`src/rtl/rotate_coord_gen.sv`:
```
// Raster-scan generator of rotated sub-pixel source coordinates for the rotate path.
// A scan counter feeds a 3-stage centre/multiply/sum pipeline that drives a valid/ready stream.
module rotate_coord_gen #(
    parameter int IN_WIDTH    = 12,
    parameter int ANGLE_WIDTH = 10,
    parameter int FRAC_BITS   = 4,
    parameter int ROUND       = 1,
    localparam int OUT_WIDTH  = IN_WIDTH + FRAC_BITS + 2
) (
    input  logic                        clk,
    input  logic                        resetb,
    input  logic                        start,
    input  logic signed [ANGLE_WIDTH-1:0] cos_theta,
    input  logic signed [ANGLE_WIDTH-1:0] sin_theta,
    input  logic [IN_WIDTH-1:0]         num_cols,
    input  logic [IN_WIDTH-1:0]         num_rows,
    output logic                        busy,
    output logic                        out_valid,
    input  logic                        out_ready,
    output logic signed [OUT_WIDTH-1:0] xo,
    output logic signed [OUT_WIDTH-1:0] yo,
    output logic                        oob,
    output logic                        sof,
    output logic                        eol,
    output logic                        eof
);

    localparam int AF      = ANGLE_WIDTH - 2;
    localparam int SH      = AF - FRAC_BITS;
    localparam int XC_W    = IN_WIDTH + 1;
    localparam int PR_W    = IN_WIDTH + ANGLE_WIDTH + 1;
    localparam int SUM_W   = PR_W + 2;
    localparam int INT_W   = OUT_WIDTH - FRAC_BITS;
    localparam int RND_INT = (ROUND != 0 && SH > 0) ? (1 << ((SH > 0) ? SH - 1 : 0)) : 0;
    localparam logic signed [SUM_W-1:0] RND_ADD = SUM_W'(RND_INT);

    typedef enum logic [1:0] {IDLE, SCAN, DRAIN} state_t;

    state_t state, state_nxt;

    logic signed [ANGLE_WIDTH-1:0] cos_q, sin_q;
    logic [IN_WIDTH-1:0]           cols_q, rows_q;
    logic [IN_WIDTH-1:0]           cols_half, rows_half, col_last, row_last;
    logic [IN_WIDTH-1:0]           xi, yi;
    logic                          start_acc, advance, last_px;

    logic signed [XC_W-1:0]        xc_p0, yc_p0;
    logic                          sof_p0, eol_p0, eof_p0, vld_p0;
    logic signed [PR_W-1:0]        xcos_p1, ysin_p1, xsin_p1, ycos_p1;
    logic                          sof_p1, eol_p1, eof_p1, vld_p1;
    logic signed [OUT_WIDTH-1:0]   xo_p2, yo_p2;
    logic                          oob_p2, sof_p2, eol_p2, eof_p2, vld_p2;

    logic signed [SUM_W-1:0]       ctr_x, ctr_y, sum_x, sum_y;
    logic signed [OUT_WIDTH-1:0]   xo_n, yo_n;
    logic signed [INT_W-1:0]       ix, iy;
    logic                          oob_n;

    // Drop AF-FRAC_BITS fraction bits, optionally rounding half up, then fit to the output width.
    function automatic logic signed [OUT_WIDTH-1:0] scale_round(input logic signed [SUM_W-1:0] v);
        logic signed [SUM_W-1:0] t;
        t = (v + RND_ADD) >>> SH;
        return OUT_WIDTH'(t);
    endfunction

    assign cols_half = cols_q >> 1;
    assign rows_half = rows_q >> 1;
    assign col_last  = cols_q - IN_WIDTH'(1);
    assign row_last  = rows_q - IN_WIDTH'(1);
    assign ctr_x     = $signed(SUM_W'({cols_half, {AF{1'b0}}}));
    assign ctr_y     = $signed(SUM_W'({rows_half, {AF{1'b0}}}));

    assign advance   = !vld_p2 || out_ready;
    assign start_acc = start && (state == IDLE) && (num_cols != '0) && (num_rows != '0);
    assign last_px   = (xi == col_last) && (yi == row_last);
    assign busy      = (state != IDLE);

    always_comb begin
        state_nxt = state;
        case (state)
            IDLE:    if (start_acc) state_nxt = SCAN;
            SCAN:    if (advance && last_px) state_nxt = DRAIN;
            DRAIN:   if (vld_p2 && out_ready && eof_p2) state_nxt = IDLE;
            default: state_nxt = IDLE;
        endcase
    end

    always_ff @(posedge clk) begin
        if (!resetb) begin
            state <= IDLE;
            xi    <= '0;
            yi    <= '0;
        end else begin
            state <= state_nxt;
            if (start_acc) begin
                xi <= '0;
                yi <= '0;
            end else if (state == SCAN && advance) begin
                if (xi == col_last) begin
                    xi <= '0;
                    yi <= yi + IN_WIDTH'(1);
                end else begin
                    xi <= xi + IN_WIDTH'(1);
                end
            end
        end
    end

    // Frame configuration is frozen for the whole frame once start is accepted.
    always_ff @(posedge clk) begin
        if (start_acc) begin
            cos_q  <= cos_theta;
            sin_q  <= sin_theta;
            cols_q <= num_cols;
            rows_q <= num_rows;
        end
    end

    always_ff @(posedge clk) begin
        if (!resetb) begin
            vld_p0 <= 1'b0;
            vld_p1 <= 1'b0;
            vld_p2 <= 1'b0;
        end else if (advance) begin
            vld_p0 <= (state == SCAN);
            vld_p1 <= vld_p0;
            vld_p2 <= vld_p1;
        end
    end

    always_ff @(posedge clk) begin
        if (advance) begin
            // S1: centre the scan position
            xc_p0   <= $signed({1'b0, xi}) - $signed({1'b0, cols_half});
            yc_p0   <= $signed({1'b0, yi}) - $signed({1'b0, rows_half});
            sof_p0  <= (xi == '0) && (yi == '0);
            eol_p0  <= (xi == col_last);
            eof_p0  <= last_px;
            // S2: rotation products
            xcos_p1 <= PR_W'(xc_p0) * PR_W'(cos_q);
            ysin_p1 <= PR_W'(yc_p0) * PR_W'(sin_q);
            xsin_p1 <= PR_W'(xc_p0) * PR_W'(sin_q);
            ycos_p1 <= PR_W'(yc_p0) * PR_W'(cos_q);
            sof_p1  <= sof_p0;
            eol_p1  <= eol_p0;
            eof_p1  <= eof_p0;
        end
    end

    // S3: sum, re-centre, scale and bounds check
    always_comb begin
        sum_x = SUM_W'(xcos_p1) - SUM_W'(ysin_p1) + ctr_x;
        sum_y = SUM_W'(xsin_p1) + SUM_W'(ycos_p1) + ctr_y;
        xo_n  = scale_round(sum_x);
        yo_n  = scale_round(sum_y);
        ix    = INT_W'(xo_n >>> FRAC_BITS);
        iy    = INT_W'(yo_n >>> FRAC_BITS);
        oob_n = ix[INT_W-1] || iy[INT_W-1] ||
                (ix > $signed({2'b00, col_last})) || (iy > $signed({2'b00, row_last}));
    end

    always_ff @(posedge clk) begin
        if (!resetb) begin
            xo_p2  <= '0;
            yo_p2  <= '0;
            oob_p2 <= 1'b0;
            sof_p2 <= 1'b0;
            eol_p2 <= 1'b0;
            eof_p2 <= 1'b0;
        end else if (advance && vld_p1) begin
            xo_p2  <= xo_n;
            yo_p2  <= yo_n;
            oob_p2 <= oob_n;
            sof_p2 <= sof_p1;
            eol_p2 <= eol_p1;
            eof_p2 <= eof_p1;
        end
    end

    assign out_valid = vld_p2;
    assign xo        = xo_p2;
    assign yo        = yo_p2;
    assign oob       = oob_p2;
    assign sof       = sof_p2;
    assign eol       = eol_p2;
    assign eof       = eof_p2;

endmodule

```
`config.mk`:
```
export PLATFORM = sky130hd
export DESIGN_NAME = rotate_coord_gen
export DESIGN_NICKNAME = d
export VERILOG_FILES = /design/src/rtl/rotate_coord_gen.sv
export SDC_FILE = /design/constraint.sdc
export NUM_CORES = 2
export LEC_CHECK = 0
export ABC_AREA = 1
export ABC_CLOCK_PERIOD_IN_PS = 7310
export CAP_MARGIN = 25
export CORE_ASPECT_RATIO = 0.8
export CORE_MARGIN = 5
export CORE_UTILIZATION = 30
export DETAILED_ROUTE_END_ITERATION = 8
export SLEW_MARGIN = 20
export SYNTH_ARGS = -nofsm -noshare
export SYNTH_HDL_FRONTEND = slang
export SYNTH_SLANG_ARGS = --single-unit
export TNS_END_PERCENT = 10
```
`constraint.sdc`:
```
create_clock -name clk -period 7.31 [get_ports clk]
set_input_delay 2.193 -clock clk [delete_from_list [all_inputs] [get_ports clk]]
set_output_delay 2.193 -clock clk [all_outputs]
set_load 0.02 [all_outputs]
```
==> flow_summary.yaml <==
setup_path:
  worstPathCellList: "buf_4 -> nand2_1 -> fa_1 -> inv_1 -> fa_1 -> inv_1 -> fa_1 -> inv_1 -> fa_1 -> inv_1 -> fa_1 -> inv_1 -> ha_1 -> inv_1 -> o21ai_0 -> a21oi_1 -> o211ai_1 -> xor2_1"
  rrSetupSlack_ns: 1.23
  worstReg2RegEnd: "ycos_p1[15]"
  critPathArrivalTime_ns: 6.44
  regToRegStartpoint: "cos_q[1]"
  worst-endpoint-required_ns: 7.68
  reg2reg_depth: 18
  critical-path-slowest-cell: "sky130_fd_sc_hd__edfxtp_1"
  worst-setup-path-type: "reg2reg"
  max_stage_delay_ns: 0.94
  crit_top_cell: "sky130_fd_sc_hd__inv_1"
  worst_setup_path_end_kind: "register"
  setup_crit_start_kind: "register"
  maximum_fanout_along_the_worst_path: 17
sta:
  max_freq_mhz: 165
  finalSetupViolCount: 0
  finalCritPeriodShare: 0.831
  tightest_slew_ns: 1.05
  tns_ns: 0
  timing.slew.headroom: 0.298
  finClkSkew_ns: 0.0356
  rsz0062_at_grt: "false"
  final_max_slew_viol_count: 0
  fin_crit_ns: 6.08
  hold_viol: 0
layout:
  syn2layout_area_growth_pct: 11.0
  antennaDiodeCount: 0
  fin_nets: 5037
  proportion_of_layout_cells_with_a_drive_suffix_above_1: 0.0338
drt:
  vias: 26500
  vias_per_cell: 4.63
  wl_mm: 93.6
  remaining_antenna_violation_count_after_routing: 0
  post_drt_wl_per_cell_um: 16.4
  drt_first_iter_violations: 2065
  drtPass1Iterations: 6
  detail_route.drc_violations: 0
global_routing:
  grt_busiest_layer: "met2"
  grt_pass1_wl_mm: 150
  grt_antenna_before_repair: 0
  use_met3: 0.0236
  overflow: 0
  grt_start_max_net_pins: 64
  global_route.usage.met1: 0.242
  grt_pass1_vias: 26700
  met2_usage: 0.246
  global_route.usage.total: 0.159
floorplan:
  floorplan.core_area_um2: 111000
  die_span_in_x_um: 383
  die-area_um2: 118000
  floorplan.io_pins: 90
  die_height_um: 309
  core.rowCount: 109
  start_util: 0.303
logic_synthesis:
  syn_area_um2: 33500
  synth_area_per_cell_um2: 8.03
  synthesis.instances: 4165
  synthesis.nets: 5001
  yosysSeqAreaShare: 0.188
  yosys_most_used_dff: "sky130_fd_sc_hd__edfxtp_1"
  postSynth.asyncResetShare: 0
  netlist-cell-type-count: 52
  postSynthRegisterBits: 233
  synth_enable_flop_cells: 164
  synth_warnings: 0
clock_network:
  clock_latency_ns: 0.64
  post-cts-setup-buffer-count: 0
  cts-hold-fix-buffers: 0
  cts-root-buf: "sky130_fd_sc_hd__clkbuf_16"
  cts.repair.resized: 0
  htreeDepth: 1
  clock_path_buffers: 3
  cts_tree: "built"
  clock_sinks: 233
  clk_pin_slew_ns: 0.06
  numCtsBuffers: 30
run_status:
  outcome: "finished, final reports clean"
worst_hold_path:
  whs_path_depth: 0
  worstHoldEndpoint: "eol_p1"
  launch_instance_of_the_worst_min_delay_path: "eol_p0"
  hold_path.class: "reg2reg"
placed_design:
  detailed_place_hpwl_mm: 76.1
  placement.io_buffers: 89
  gpl.final_weighted_congestion: 0.927
flow_run:
  cap_viol_max_count: 0
==> flip-flops by register name, indices dropped and copies added (netlist names), 2 cells and up <==
register and flops:
rows_q 12, yi 12, sin_q 10, xsin_p1 22, cols_q 12, xc_p0 13
xo 18, ycos_p1 22, state 2, yo 18, xi 12, ysin_p1 22
cos_q 10, yc_p0 13, xcos_p1 22
==> worst max-delay path: cells and delay by family, from the launching register on <==
family	cells	cell delay, ns
adders and majority gates	6	2.83
DFF	1	0.94
AOI/OAI and AO/OA	3	0.94
buffers and inverters	7	0.63
xor gates and xnor gates	1	0.38
and+or+nand+nor	1	0.09
==> layer usage <==
layer	vias up	wire length, µm
met3	101	6810
li1	12600	-
met5	-	0
met1	12900	45400
met2	819	39900
met4	0	1470
==> kinds of logic (layout without fill, tap and decap cells) <==
kind of cell,count (synthesis),in the layout,synth area share
AND/OR/NAND/NOR,1441,1441,0.176
buffers and inverters,1192,1252,0.134
adder cells (fa/ha/maj),788,788,0.400
AO/OA/AOI/OAI,335,335,0.0557
flip-flops,233,233,0.188
XOR/XNOR,176,176,0.0461
==> worst max path at each step <==
| stage | startpoint | to | slack (ns) | cells after the start |
|---|---|---|---|---|
| after floorplan | out_ready | xi[10] | 1.36 | 7 |
| after global placement | cos_q[1] | ycos_p1[15] | 1.25 | 18 |
| after detailed placement | cos_q[1] | ycos_p1[15] | 1.31 | 18 |
| after CTS | cos_q[1] | ycos_p1[15] | 1.28 | 18 |
| after global routing | cos_q[1] | ycos_p1[15] | 1.02 | 18 |
| final | cos_q[1] | ycos_p1[15] | 1.23 | 18 |
==> cells in the final DEF, fill, tap and decap left out, drive strengths merged, types with 4 or more instances in the layout <==
cell type / instances
nor3: 20
dfxtp: 69
nand3: 160
o211ai: 6
bufinv: 4
clkinv: 11
nor4: 16
or2: 7
o31ai: 5
o21bai: 8
nand4: 30
buf: 50
o21ai: 109
fa: 468
a21oi: 161
ha: 320
o21a: 6
xor2: 137
nor2: 262
clkbuf: 39
a31oi: 7
a21boi: 6
o221ai: 5
nand2: 944
a21o: 7
edfxtp: 164
clkdlybuf4s50: 89
xnor2: 39
inv: 1056
==> cell type report <==
class                   count  area (µm²)
fillers                 11600       73400
multi-input cells        2740       22700
flip-flops and latches    233        6310
inverters                1057        3970
well taps                1498        1870
repair buffers            139        1300
clock buffers              39         816
clock inverters            17         225
==> metrics by stage <==
stage | instances | utilization | setup slack (ns) | area (µm²) | hold WS, ns
5_1_grt | 5723 | 0.336 | 1.02 | 37200 | 0.440
2_1_floorplan | 4165 | - | 1.36 | 33500 | 0.400
3_3_place_gp | 5664 | 0.326 | 1.25 | 36100 | 0.401
4_1_cts | 5721 | 0.336 | 1.28 | 37100 | 0.426
3_5_place_dp | 5665 | 0.326 | 1.31 | 36100 | 0.409
6_report | 5723 | 0.336 | 1.23 | 37200 | 0.427
==> synth_stat cells, types with 16 or more instances <==
cell type	count	area, µm²
sky130_fd_sc_hd__nor4_1	16	100
sky130_fd_sc_hd__clkbuf_1	121	454
sky130_fd_sc_hd__xnor2_1	39	342
sky130_fd_sc_hd__xor2_1	137	1200
sky130_fd_sc_hd__nand3_1	159	796
sky130_fd_sc_hd__o21ai_0	103	515
sky130_fd_sc_hd__edfxtp_1	164	4920
sky130_fd_sc_hd__ha_1	320	4000
sky130_fd_sc_hd__inv_1	1049	3940
sky130_fd_sc_hd__a21oi_1	161	806
sky130_fd_sc_hd__nand4_1	30	188
sky130_fd_sc_hd__nor3_1	19	95.1
sky130_fd_sc_hd__nor2_1	250	938
sky130_fd_sc_hd__fa_1	468	9370
sky130_fd_sc_hd__nand2_1	930	3490
sky130_fd_sc_hd__dfxtp_1	69	1380
Power is not shown: default switching activity piles up to over one toggle a cycle in this logic, so the estimate is an artifact.
